--- src/rtl/uart_status_transmitter.sv ---
// 8N1 UART message sender: "ok\n" acknowledge and, with TEMP_REPORT_EN defined,
// a "T:hhh B:bbb\n" temperature report. One pending flag per message type.
module uart_status_transmitter #(
  parameter int CLKS_PER_BIT = 434
) (
  input  logic       i_Clock50MHz,
  input  logic       i_Reset,
  input  logic       i_MotionDone,
  input  logic       i_ReportTemp,
  input  logic [7:0] i_HotTemp,
  input  logic [7:0] i_BedTemp,
  output logic       o_TX,
  output logic       o_Busy,
  output logic       o_MsgDone
);
  localparam int BW = (CLKS_PER_BIT > 1) ? $clog2(CLKS_PER_BIT) : 1;
  localparam logic [BW-1:0] BAUD_LAST = BW'(CLKS_PER_BIT - 1);

  typedef enum logic [1:0] {IDLE, START, DATA, STOP} state_t;

  state_t        state_q, state_d;
  logic [BW-1:0] baud_q, baud_d;
  logic [2:0]    bit_q, bit_d;
  logic [3:0]    byte_q, byte_d;
  logic [7:0]    sh_q, sh_d;
  logic          tx_q, tx_d;
  logic          busy_q, busy_d;
  logic          done_q, done_d;
  logic          ack_pend_q, ack_pend_d;
  logic          tmp_pend;
  logic          baud_tick;
  logic [7:0]    ack_byte, cur_byte;
  logic [3:0]    last_idx;

  assign baud_tick = (baud_q == BAUD_LAST);

  always_comb begin
    case (byte_q)
      4'd0:    ack_byte = 8'h6F;
      4'd1:    ack_byte = 8'h6B;
      default: ack_byte = 8'h0A;
    endcase
  end

`ifdef TEMP_REPORT_EN
  logic        tmp_pend_q, tmp_pend_d;
  logic        sel_tmp_q, sel_tmp_d;
  logic [7:0]  hot_q, hot_d, bed_q, bed_d;
  logic [23:0] hot_asc, bed_asc;
  logic [7:0]  tmp_byte;

  function automatic logic [23:0] to_ascii(input logic [7:0] v);
    logic [7:0] h, t, o;
    h = v / 8'd100;
    t = (v / 8'd10) % 8'd10;
    o = v % 8'd10;
    return {8'h30 + h, 8'h30 + t, 8'h30 + o};
  endfunction

  assign hot_asc  = to_ascii(hot_q);
  assign bed_asc  = to_ascii(bed_q);
  assign tmp_pend = tmp_pend_q;

  always_comb begin
    case (byte_q)
      4'd0:    tmp_byte = 8'h54;
      4'd1:    tmp_byte = 8'h3A;
      4'd2:    tmp_byte = hot_asc[23:16];
      4'd3:    tmp_byte = hot_asc[15:8];
      4'd4:    tmp_byte = hot_asc[7:0];
      4'd5:    tmp_byte = 8'h20;
      4'd6:    tmp_byte = 8'h42;
      4'd7:    tmp_byte = 8'h3A;
      4'd8:    tmp_byte = bed_asc[23:16];
      4'd9:    tmp_byte = bed_asc[15:8];
      4'd10:   tmp_byte = bed_asc[7:0];
      default: tmp_byte = 8'h0A;
    endcase
  end

  assign cur_byte = sel_tmp_q ? tmp_byte : ack_byte;
  assign last_idx = sel_tmp_q ? 4'd11 : 4'd2;

  always_ff @(posedge i_Clock50MHz) begin
    if (i_Reset) begin
      tmp_pend_q <= 1'b0;
      sel_tmp_q  <= 1'b0;
      hot_q      <= '0;
      bed_q      <= '0;
    end else begin
      tmp_pend_q <= tmp_pend_d;
      sel_tmp_q  <= sel_tmp_d;
      hot_q      <= hot_d;
      bed_q      <= bed_d;
    end
  end
`else
  logic unused_temp_inputs;
  assign unused_temp_inputs = ^{i_ReportTemp, i_HotTemp, i_BedTemp};
  assign tmp_pend = 1'b0;
  assign cur_byte = ack_byte;
  assign last_idx = 4'd2;
`endif

  always_comb begin
    state_d    = state_q;
    baud_d     = baud_q;
    bit_d      = bit_q;
    byte_d     = byte_q;
    sh_d       = sh_q;
    done_d     = 1'b0;
    ack_pend_d = ack_pend_q | i_MotionDone;
`ifdef TEMP_REPORT_EN
    tmp_pend_d = tmp_pend_q | i_ReportTemp;
    sel_tmp_d  = sel_tmp_q;
    hot_d      = hot_q;
    bed_d      = bed_q;
`endif
    case (state_q)
      IDLE: begin
        if (ack_pend_q || tmp_pend) begin
          state_d = START;
          baud_d  = '0;
          bit_d   = '0;
          byte_d  = '0;
          // Acknowledge wins; a request in the start cycle re-arms its flag.
          if (ack_pend_q) begin
            ack_pend_d = i_MotionDone;
`ifdef TEMP_REPORT_EN
            sel_tmp_d  = 1'b0;
`endif
          end else begin
`ifdef TEMP_REPORT_EN
            tmp_pend_d = i_ReportTemp;
            sel_tmp_d  = 1'b1;
            hot_d      = i_HotTemp;
            bed_d      = i_BedTemp;
`endif
          end
        end
      end
      START: begin
        if (baud_tick) begin
          state_d = DATA;
          baud_d  = '0;
          sh_d    = cur_byte;
        end else baud_d = baud_q + 1'b1;
      end
      DATA: begin
        if (baud_tick) begin
          baud_d = '0;
          sh_d   = {1'b0, sh_q[7:1]};
          if (bit_q == 3'd7) state_d = STOP;
          else bit_d = bit_q + 3'd1;
        end else baud_d = baud_q + 1'b1;
      end
      STOP: begin
        if (baud_tick) begin
          baud_d = '0;
          bit_d  = '0;
          if (byte_q == last_idx) begin
            state_d = IDLE;
            done_d  = 1'b1;
          end else begin
            state_d = START;
            byte_d  = byte_q + 4'd1;
          end
        end else baud_d = baud_q + 1'b1;
      end
      default: state_d = IDLE;
    endcase
    // Line level follows the next state so o_TX is a clean flop output.
    case (state_d)
      START:   tx_d = 1'b0;
      DATA:    tx_d = sh_d[0];
      default: tx_d = 1'b1;
    endcase
    busy_d = (state_d != IDLE);
  end

  always_ff @(posedge i_Clock50MHz) begin
    if (i_Reset) begin
      state_q    <= IDLE;
      baud_q     <= '0;
      bit_q      <= '0;
      byte_q     <= '0;
      sh_q       <= '0;
      tx_q       <= 1'b1;
      busy_q     <= 1'b0;
      done_q     <= 1'b0;
      ack_pend_q <= 1'b0;
    end else begin
      state_q    <= state_d;
      baud_q     <= baud_d;
      bit_q      <= bit_d;
      byte_q     <= byte_d;
      sh_q       <= sh_d;
      tx_q       <= tx_d;
      busy_q     <= busy_d;
      done_q     <= done_d;
      ack_pend_q <= ack_pend_d;
    end
  end

  assign o_TX      = tx_q;
  assign o_Busy    = busy_q;
  assign o_MsgDone = done_q;
endmodule

--- config.mk ---
export PLATFORM = sky130hd
export DESIGN_NAME = uart_status_transmitter
export DESIGN_NICKNAME = d
export VERILOG_FILES = /design/src/rtl/uart_status_transmitter.sv
export SDC_FILE = /design/constraint.sdc
export NUM_CORES = 1
export LEC_CHECK = 0
export CORE_UTILIZATION = 49
export CTS_BUF_LIST = sky130_fd_sc_hd__clkbuf_8
export DETAILED_ROUTE_END_ITERATION = 10
export GPL_TIMING_DRIVEN = 0
export HOLD_SLACK_MARGIN = 0.15
export PLACE_DENSITY = 0.73
export SYNTH_ARGS = -nofsm -noshare
export SYNTH_HDL_FRONTEND = slang
export SYNTH_SLANG_ARGS = --single-unit
--- constraint.sdc ---
create_clock -name i_Clock50MHz -period 4.4 [get_ports i_Clock50MHz]
set_input_delay 0.88 -clock i_Clock50MHz [delete_from_list [all_inputs] [get_ports i_Clock50MHz]]
set_output_delay 0.88 -clock i_Clock50MHz [all_outputs]
set_load 0.005 [all_outputs]
* After elaboration in Yosys (flattened, before gate mapping)
Cells that the tools add are included.
** Word-level totals
- Flip-flop bits (word level) :: 30
- Logic and storage cells :: 69
- Output and inout port bits :: 3
- Input port bits :: 20
** Cells by class
- Bitwise logic cells :: 3
- Add/subtract/negate cells :: 3
- Reductions and logical operators :: 11
- Equality and inequality tests :: 15
- Multiplexer cells :: 27
** Operators by type and width (count)
- $mux 9 :: 2
- $pmux 9 s2 :: 1
- $mux 8 :: 2
- $pmux 8 s2 :: 1
- $pmux 7 s2 :: 1
- $mux 3 :: 4
- $mux 4 :: 3
- $ne 2x2->1 const B :: 6
- $mux 2 :: 5
- $add 9x1->9 const B :: 1
- $eq 9x9->1 const B :: 1
- $pmux 3 s3 :: 1
- $pmux 2 s4 :: 1
- $pmux 4 s2 :: 1
- $eq 2x2->1 const B :: 3
- $reduce_bool 2->1 :: 3
- $reduce_or 3->1 :: 2
- $reduce_and 5->1 :: 1
- $add 4x1->4 const B :: 1
- $eq 2x1->1 const B :: 2
- $eq 4x1->1 const B :: 1
- $eq 4x2->1 const B :: 1
- $logic_not 4->1 :: 1
- $mux 1 :: 4
- other kinds (9) :: 10

* Depth between registers and ports, before layout
Gate-level depths: netlist (run 1).
- Depth after elaboration :: 6
- Gate-level depth with buffers :: 10
- Gate-level depth less buffers :: 8

* Worst setup path before layout (run 1)
No wires, ideal clock.
- Kind :: register to register
- From :: reg state_q[0]
- To :: reg byte_q[3]
- Data required time :: 4.286 ns
- Data arrival time :: 1.820 ns
- Period minus slack after synthesis :: 1.934 ns
- Cell stages (with the launch flop) :: 11
- Path buffers :: 2
- Setup time :: 0.114 ns
- Path slack :: 2.466 ns
- Cell sequence :: dfxtp_1 inv_1 ha_1 buf_2 nor2b_1 buf_2 a311oi_2 a21boi_1 nand4_1 xor2_1 nor2_1
** Between the ends
- Word-level cells in the longest chain between the ends :: 3
- Elaborated cells on any way between the ends :: 8
- Those cells by class :: eq/ne (4); mux (1); reduce/logical (3)
** Ends and longest elaborated chain
- start: declaration :: line 21 : state_t state_q, state_d;
- start signal: assignment :: line 193 : state_q <= state_d;
- $eq 2x2->1 / $logic_not 2->1 (equally long branches) :: line 119 : case (state_q)
- $ne 2x2->1 (no line) / $reduce_bool 2->1 (equally long branches)
- $reduce_and 4->1 (no line)
- end signal: assignment :: line 196 : byte_q <= byte_d;
- end: declaration :: line 24 : logic [3:0] byte_q, byte_d;
Several ways; a longest one is shown, not always the timed one.
A chain may end at the register's enable or synchronous reset.

* Worst setup path after layout (run 1)
Ends and elaborated chain as after synthesis.

==> metrics.md, run 1 <==
| Metric | Value |
|---|---|
| Initial Util | 53.55% |
| Buf/Inv on CP | 3 |
| Crit path max-delay family | compound AO/OA/AOI/OAI gates |
| Post-CTS sizing | 0 |
| Setup-failing EPs final | 0 |
| Filler Cells Inserted | 270 |
| Hold Slack | 0.4651 ns |
| Top-area cell type share of the netlist area | 37.69% |
| Worst Tran Pin Value | 0.4812 ns |
| Routed wire per std cell | 12.59 um |
| Power Total | 538.0 uW |
| Post-synthesis net count | ~210 |
| Pre-antenna DRT Iters | 4 |
| Pwr per Cell Area | 311.1 mW/mm2 |
| Vias | 1272 |
| HP Class | flop to flop |
| Worst-skew pair later-pin latency | 0.28 ns |
| Worst VDD drop | about 0.19 mV |
| WS Path Type | flop to flop |
| Root Buffer Master | clkbuf_8 |
| Hold violation total from the final report | 0 |
| Slowest CP cell | dfxtp_1 |
| YS warnings | 0 |
| Vias/cell | 5.436 |
| Final Wtd Congestion | 0.8545 |
| Nets | 226 |
| Chip height | between 50 and 60 um |
| Crit-path max cell delay | between 0.3 and 0.4 ns |
| Syn Inst Count | 180 |
| Max-slew headroom | 67.92% |
| Grt ovf | 0 |
| Worst-path clk slew | about 0.060 ns |
| Clock H-tree levels | 2 |
| Chip Width | 58.07 um |
| CORE AREA | 0.002877 mm2 |
| Post-synthesis sequential area ratio | around 38% |
| Worst Setup Start Kind | flop |
| Initial antenna violation count | 0 |
| Largest net degree at the start of global routing | 11 |
| F_max | 469.3 MHz |
| Crit path DAT | 2.30 ns |
| Share of cells above drive strength 1 | a little over a tenth |
| CP most frequent cell | buf_2 |
| Final Cycle Share | just under 50% |
| Yosys cell types | 43 |
| Top_reg_cell synth | dfxtp_1 |
| Number of CTS-inserted buffers | 5 |
| # diodes | 0 |
| Worst Skew | 0.004961 ns |
| MaxCap Viol Count | 0 |
| Crit. End Element | flop |
| Most numerous cell in the Yosys netlist | nor2_1 |
| Vias in the first global route | 1186 |
| # hold bufs at CTS | 0 |
| Longest Clk Path Bufs | 2 |
| Top post-synthesis cells by area | dfxtp_1, ha_1, nor2_1, a21oi_1, xor2_1 |
| Synth area leader | dfxtp_1 |
| Post-CTS Setup Bufs | 0 |
| Final ANT Viol Nets | 0 |
| Post-synth ARST share | 0% |
| I/O Pins | 23 |
| RSZ-0062 raised after global routing | no |
| Layout area overhead | 12.27% |
| Final slew viol count | 0 |
| Synth top cells by count | nor2_1, dfxtp_1, a21oi_1, ha_1, nand2_1 |
| Post-DP HPWL | 2239 um |
| Setup TNS | 0 ns |
| Worst EP required | 4.57 ns |
| Fin worst setup slack | between 2 and 2.5 ns |
| Post-synth EDFFs | 0 |
| First-pass GRT wire length | 5078 um |
| Post-Place Setup Slack | 2.283 ns |
| Util after Layout | 60.11% |
| Port Buffers | 5 |
| Clk sinks | 29 |
| Synthesized area | about 0.0015 mm2 |
| Rows | 19 |
| Syn Area/Cell | around 8.6 um2 |
| DR iter-0 viols | 53 |
| P_leak | 0.0006465 uW |
| Die area | between 0.003 and 0.004 mm2 |
| Crit Path Max Fanout | 9 |
| Fin crit period | 2.131 ns |
| DRC | 0 |
| CTS tree | done |
| Critical path cell sequence | inv_1, ha_1, buf_2, nor2b_1, buf_2, a311oi_2, a21boi_1, nand4_1, xor2_1, nor2_1 |
| Outcome | complete, no violations |
| Synthesis-stage register bit count | 29 |
| DRT Wirelength | between 2000 and 3000 um |
| Total track usage | 19.87% |
==> layout make-up <==
type	instances	area, um2	share of cell area [%]
Timing Repair Buffer	5	50.05	2.894
Inverter	8	30.03	1.737
Buffer	8	40.04	2.315
Sequential cell	29	580.6	33.57
Clock inverter	1	3.754	0.2171
Tap cell	42	52.55	3.039
Multi-Input combinational cell	135	889.6	51.45
Clock buffer	6	82.58	4.776
==> worst min-delay path, cell delays in order, from the launching register on <==
cell	delay [ns]
dfxtp_1	0.31
nand2_1	0.05
a21oi_1	0.05
==> sequential cells by signal, indices dropped and copies added, names as in the netlist <==
register / count
o_TX: 1
sh_q: 7
state_q: 2
baud_q: 9
o_MsgDone: 1
ack_pend_q: 1
o_Busy: 1
bit_q: 3
byte_q: 4
==> per-layer routing <==
metal	GRT usage [%]	wire length [um]	share of wire (%)
met1	22.66	1345	46
met2	34.81	1488	51
met3	5.357	71	2.4
met4	8.503	40	1.4
met5	0	0	0
==> metrics by stage <==
| step | cell area [um2] | cells |
|---|---|---|
| floorplan | 1540 | 180 |
| global placement | 1643 | 227 |
| detailed placement | 1643 | 227 |
| CTS | 1729 | 234 |
| global route | 1729 | 234 |
| finish | 1729 | 234 |
==> cells in the final DEF (no fill, tap or decap), drive strengths merged, types with 2 or more instances in the layout <==
master,n
a21oi,22
a32oi,2
buf,3
clkbuf,11
clkdlybuf4s50,5
dfxtp,29
ha,14
inv,9
nand2,11
nand2b,4
nand3,3
nand4,7
nor2,30
nor2b,2
nor4,4
o21ai,8
or3,2
xor2,6
==> report_power, final <==
| part | switching [uW] | internal, uW |
|---|---|---|
| combinational | 32.8 | 23.0 |
| clock | 91.2 | 121 |
| sequential | 3.11 | 267 |
==> path summary, 6_finish.rpt <==
path | slack (ns) | cells past startpoint | from | endpoint
min reg2reg | 0.47 | 2 | sh_q[4] | sh_q[4]
max reg2reg | 2.27 | 10 | state_q[0] | byte_q[3]
max | 2.27 | 10 | state_q[0] | byte_q[3]
min | 0.47 | 2 | sh_q[4] | sh_q[4]
==> cell families (layout without fill, tap and decap cells) <==
group / Yosys count / count (layout) / share of synthesized area (%)
adder cells (fa/ha/maj): 14 / 14 / 11.37
buffers and inverters: 16 / 28 / 4.549
flip-flops: 29 / 29 / 37.69
AO/OA/AOI/OAI: 43 / 43 / 18.20
multiplexers: 1 / 1 / 0.7311
AND/OR/NAND/NOR: 70 / 70 / 23.48
XOR/XNOR: 7 / 7 / 3.981
No activity file was read; power rests on OpenSTA's default activity.
==> inputs of run 2 (changes only) <==
Clock period 4.4 ns to 2 ns, I/O delays scaled along.
==> run 2 against run 1 <==
Against the previous run: clock skew hardly changed; global-route usage up 0.23 points; fmax increased by 9.7%; first-iteration DRC count down 30%; die area stayed put; sequential share of layout area fell by 1.2 points; flip-flop and latch count did not move; worst setup slack got worse by 2.2 ns; routed wire length is 4.9% higher; final area rose by 5.9%; critical path type unchanged; largest power group unchanged.
==> metrics.md, run 2 (synthesized netlist as in run 1, its figures left out) <==
| Metric | Value |
|---|---|
| FF-to-FF End | o_TX |
| Rows | 19 |
| Setup-failing EPs final | 0 |
| Met1 usage | between 20% and 30% |
| Post-Layout Cell Count | 239 |
| I/O Pins | 23 |
| RSZ-0062 raised after global routing | yes |
| Switching share of power | 23.66% |
| Vias | 1296 |
| Worst Tran Pin Value | between 0.4 and 0.5 ns |
| Seq pwr share | between 40% and 50% |
| MaxCap Viol Count | 0 |
| Largest net degree at the start of global routing | 11 |
| Stages on worst setup path | 8 |
| Global routing's busiest layer | met2 |
| Worst Setup Start Kind | flop |
| WS Path Type | flop to flop |
| Worst Setup EP | o_TX |
| Initial Util | between 50% and 60% |
| Critical path cell sequence | inv_4, ha_4, or3b_4, a22oi_2, o31a_1, o21ai_2, a2111o_1, a21o_1 |
| Layout area overhead | 18.93% |
| Grt ovf | 0 |
| Grt met2 use | between 30% and 40% |
| Total track usage | 20.10% |
| DRT Wirelength | about 3100 um |
| P_int | 918.5 uW |
| # hold bufs at CTS | 0 |
| Pre-antenna DRT Iters | 4 |
| Crit. End Element | flop |
| Crit-path max cell delay | 0.39 ns |
| Slowest CP cell | a2111o_1 |
| Met3 Usage GRT | 5.357% |
| Vias in the first global route | 1203 |
| Sw power | 284.7 uW |
| CORE AREA | 0.002877 mm2 |
| Crit Path Max Fanout | 3 |
| CP Launch Point | byte_q[0] |
| Share of cells above drive strength 1 | 20.81% |
| Worst R2R Path Depth | 8 |
| CTS tree | done |
| Final Wtd Congestion | 0.8545 |
| Most frequent cells in the layout | nor2_1, dfxtp_1, a21oi_1 |
| DRC | 0 |
| Util after Layout | 63.68% |
| Clock H-tree levels | 2 |
| Share of total power in the clock network | between 30 and 40% |
| Worst-skew pair later-pin latency | 0.28 ns |
| Worst VDD drop | 0.4245 mV |
| P_leak | about 0.0007 uW |
| HP Class | flop to flop |
| Routed wire per std cell | 12.92 um |
| # diodes | 0 |
| First-pass GRT wire length | approximately 5100 um |
| Outcome | complete, no violations |
| Chip height | just under 60 um |
| Longest Clk Path Bufs | 2 |
| Reg-to-reg startpoint | byte_q[0] |
| Number of CTS-inserted buffers | 5 |
| Fin crit period | 1.942 ns |
| DR iter-0 viols | 37 |
| Regs by FF count | baud_q (9), sh_q (7), byte_q (4) |
| Crit path max-delay family | compound AO/OA/AOI/OAI gates |
| Largest Register | baud_q |
| Most common cell after layout, fill and taps aside | nor2_1 |
| R2R setup slack | 0.06 ns |
| Final slew viol count | 0 |
| Worst-path clk slew | 0.06 ns |
| Worst EP required | 2.17 ns |
| Die area | 0.003372 mm2 |
| Final ANT Viol Nets | 0 |
| Chip Width | 58.07 um |
| Vias/cell | 5.423 |
| Post-DP HPWL | 2239 um |
| Port Buffers | 5 |
| Buf/Inv on CP | 1 |
| Initial antenna violation count | 0 |
| Hold violation total from the final report | 0 |
| Clk sinks | 29 |
| Hold Slack | 0.4639 ns |
| Max-slew headroom | 68.36% |
| Logic pwr share | 12.0% |
| Filler Cells Inserted | 242 |
| F_max | between 500 and 600 MHz |
| Root Buffer Master | clkbuf_8 |
| Worst Skew | 0.005265 ns |
| Crit path DAT | 2.11 ns |
| Max reg flops | 9 |
| Pwr per Cell Area | 656.8 mW/mm2 |
| Final Cycle Share | between 90% and 100% |
| Nets | 231 |
| Placed Cells | 227 |
run 2: power groups by stage:
stage | clock [uW] | combinational, uW | sequential, uW
6_report | 467 | 144 | 592
5_1_grt | 501 | 160 | 593
4_1_cts | 475 | 130 | 594
3_5_place_dp | 0 | 123 | 606
3_3_place_gp | 0 | 120 | 606
2_1_floorplan | 0 | 90.0 | 605
run 2: layout make-up:
class | instances | area, um2 | share of cell area (%)
Tap cell | 42 | 52.55 | 2.869
Timing Repair Buffer | 12 | 102.6 | 5.601
Clock inverter | 1 | 3.754 | 0.2049
Sequential cell | 29 | 593.1 | 32.38
Clock buffer | 6 | 82.58 | 4.508
Inverter | 8 | 35.03 | 1.913
Multi-Input combinational cell | 135 | 920.9 | 50.27
Buffer | 6 | 41.29 | 2.254
run 2: worst register-to-register path: cells and delay by family, from the launching register on:
family | cells | cell delay (ns)
compound gates | 5 | 0.90
simple gates | 1 | 0.38
flops | 1 | 0.35
fa+ha+maj | 1 | 0.13
buf+inv | 1 | 0.07
run 2: worst min path at each step:
stage          startpoint       to  slack (ns)  cells after the start
5_1_grt           sh_q[4]  sh_q[4]        0.50                      2
2_1_floorplan     sh_q[4]  sh_q[4]        0.43                      2
3_5_place_dp      sh_q[4]  sh_q[4]        0.45                      2
3_3_place_gp      sh_q[4]  sh_q[4]        0.44                      2
4_1_cts           sh_q[4]  sh_q[4]        0.46                      2
6_report          sh_q[4]  sh_q[4]        0.46                      2
run 2: stage by stage:
step / setup WS [ns] / total power, uW / instance area, um2 / TNS [ns]
final: 0.05809 / 1203 / 1832 / 0
after global routing: -0.03179 / 1254 / 1832 / -0.06132
after CTS: 0.01666 / 1199 / 1740 / 0
after detailed placement: -0.1174 / 728.2 / 1643 / -0.2372
after global placement: -0.07935 / 725.4 / 1643 / -0.1195
after floorplan: 0.06615 / 694.7 / 1540 / 0
run 2: what timing repair did:
item / CTS / global route
endpoints found under the setup margin: 3 / 5
pin swaps: 1 / 7
cloned: 0 / 0
gates resized for setup: 8 / 16
setup buffers: 1 / 6
hold endpoints to repair: 0 / 0
run 2: per-layer routing:
metal / vias to the layer above / share of wire [%]
met5: - / 0
met4: 0 / 1.3
met3: 7 / 2.4
met2: 12 / 52
met1: 618 / 44
li1: 659 / -
==> inputs of run 3 (changes only) <==
Settings changed: CORE_MARGIN set to 3, GPL_TIMING_DRIVEN 0 to not set, SLEW_MARGIN set to 20.
==> run 3 against run 2 <==
Against the previous run: clock power hardly changed; power hardly changed; hold slack worse by 0.0023 ns; flip-flop and latch count stayed put; sequential power hardly changed; count of clock-buffer cells in the layout stayed put; critical path type unchanged.
==> metrics.md, run 3 (synthesized netlist as in run 1, its figures left out) <==
| Metric | Value |
|---|---|
| Most frequent cells in the layout | nor2_1, dfxtp_1, a21oi_1 |
| Grt ovf | 0 |
| Routed wire per std cell | 13.02 um |
| Filler Cells Inserted | ~240 |
| Worst Tran Pin Value | ~0.40 ns |
| Final Cycle Share | 96.43% |
| Initial Util | roughly 54% |
| Post-DP HPWL | 2296 um |
| Max reg flops | 9 |
| Number of CTS-inserted buffers | 5 |
| Largest net degree at the start of global routing | 14 |
| DRT Wirelength | 3165 um |
| Reg-to-reg startpoint | byte_q[0] |
| Vias in the first global route | 1265 |
| P_leak | 0.0007261 uW |
| R2R setup slack | 0.07 ns |
| Root Buffer Master | clkbuf_8 |
| Worst-path clk slew | 0.05 ns |
| FF-to-FF End | o_TX |
| F_max | 518.5 MHz |
| CORE AREA | about 0.0029 mm2 |
| Fin crit period | 1.929 ns |
| Hold_sp | sh_q[4] |
| Crit. End Element | flop |
| Regs by FF count | baud_q (9), sh_q (7), byte_q (4) |
| Worst VDD drop | 0.4831 mV |
| # hold bufs at CTS | 0 |
| Worst Skew | 0.008507 ns |
| Crit Path Max Fanout | 3 |
| Clock H-tree levels | 2 |
| Worst EP required | between 2 and 2.5 ns |
| DR iter-0 viols | 35 |
| Outcome | complete, no violations |
| Largest Register | baud_q |
| Pwr per Cell Area | ~650 mW/mm2 |
| Buf/Inv on CP | 1 |
| Fin worst setup slack | 0.07143 ns |
| Worst Setup Start Kind | flop |
| Slowest CP cell | or3b_4 |
| WHS Path Cells | 2 |
| Worst-skew pair later-pin latency | approximately 0.28 ns |
| WS Path Type | flop to flop |
| Reg area | 581.8 um2 |
| Most common cell after layout, fill and taps aside | nor2_1 |
| Crit path DAT | ~2.1 ns |
| Setup-failing EPs final | 0 |
| Port Buffers | 5 |
| Clk sinks | 29 |
| Worst R2R Path Depth | 8 |
| Chip Width | 62.07 um |
| Critical path cell sequence | inv_1, ha_2, or3b_4, a22oi_2, o31a_1, o21ai_2, a2111o_1, a21o_1 |
| Final slew viol count | 0 |
| First-pass GRT wire length | 5278 um |
| Share of cells above drive strength 1 | 19.90% |
| Final Wtd Congestion | slightly above 0.8 |
| Vias/cell | around 5.3 |
| Hold EP | sh_q[4] |
| Rows | 19 |
| Pre-antenna DRT Iters | 4 |
| Hold violation total from the final report | 0 |
| Total track usage | 19.09% |
| Chip height | 62.07 um |
| Vias | 1292 |
| Final ANT Viol Nets | 0 |
| # diodes | 0 |
| Nets | 235 |
| Layout area overhead | 20.31% |
| Longest Clk Path Bufs | 2 |
| Max-slew headroom | 72.99% |
| Die area | between 0.003 and 0.004 mm2 |
| CTS tree | done |
| Hold Slack | 0.4616 ns |
| Initial antenna violation count | 0 |
| Crit path max-delay family | compound AO/OA/AOI/OAI gates |
| Multi-input gate area | about 920 um2 |
| MaxCap Viol Count | 0 |
| Post-Place Setup Slack | -0.07441 ns |
| DRC | 0 |
| Crit-path max cell delay | 0.38 ns |
| I/O Pins | 23 |
| HP Class | flop to flop |
run 3: metrics by stage:
step | total power, uW | std cells | setup TNS, ns | util, % | instance area, um2
global route | 1273 | 243 | -0.004669 | 64.42 | 1853
detailed placement | 742.9 | 232 | -0.07441 | 59.55 | 1713
finish | 1204 | 243 | 0 | 64.42 | 1853
global placement | 739.2 | 232 | 0 | 59.55 | 1713
CTS | 1222 | 239 | 0 | 62.64 | 1802
floorplan | 694.7 | 180 | 0 | - | 1540
run 3: report_power, final:
group | internal, uW | switching (uW)
registers | 587 | 7.56
logic | 65.9 | 75.8
clock network | 267 | 201
total | 920 | 284
run 3: area by class of cell:
class / instances / share of cell area, %
Multi-Input combinational cell: 136 / 49.63
Sequential cell: 29 / 31.40
Timing Repair Buffer: 21 / 9.858
Clock buffer: 6 / 4.456
Tap cell: 42 / 2.836
Inverter: 8 / 1.621
Clock inverter: 1 / 0.2026
run 3: repair_timing:
item / CTS / global route
gates resized for setup: 1 / 6
pin swaps: 0 / 3
cloned: 0 / 1
setup endpoints to repair: 1 / 3
buffers inserted: 0 / 3
run 3: metal layers:
layer	wire length [um]	vias to the layer above	track usage, %
li1	-	670	-
met1	1403	605	19.70
met2	1584	13	33.88
met3	113	4	6.198
met4	63	0	10.30
met5	0	-	0
run 3: worst max path at each step:
stage	startpoint	to	cells after the start
floorplan	state_q[0]	byte_q[3]	10
global placement	state_q[1]	o_TX	8
detailed placement	state_q[1]	o_TX	8
CTS	byte_q[0]	o_TX	8
global route	byte_q[0]	o_TX	8
finish	byte_q[0]	o_TX	8
run 3: worst register-to-register path, stage by stage, from the launching register on:
cell	delay, ns
dfxtp_1	0.30
inv_1	0.09
ha_2	0.18
or3b_4	0.38
a22oi_2	0.15
o31a_1	0.15
o21ai_2	0.09
a2111o_1	0.34
a21o_1	0.15
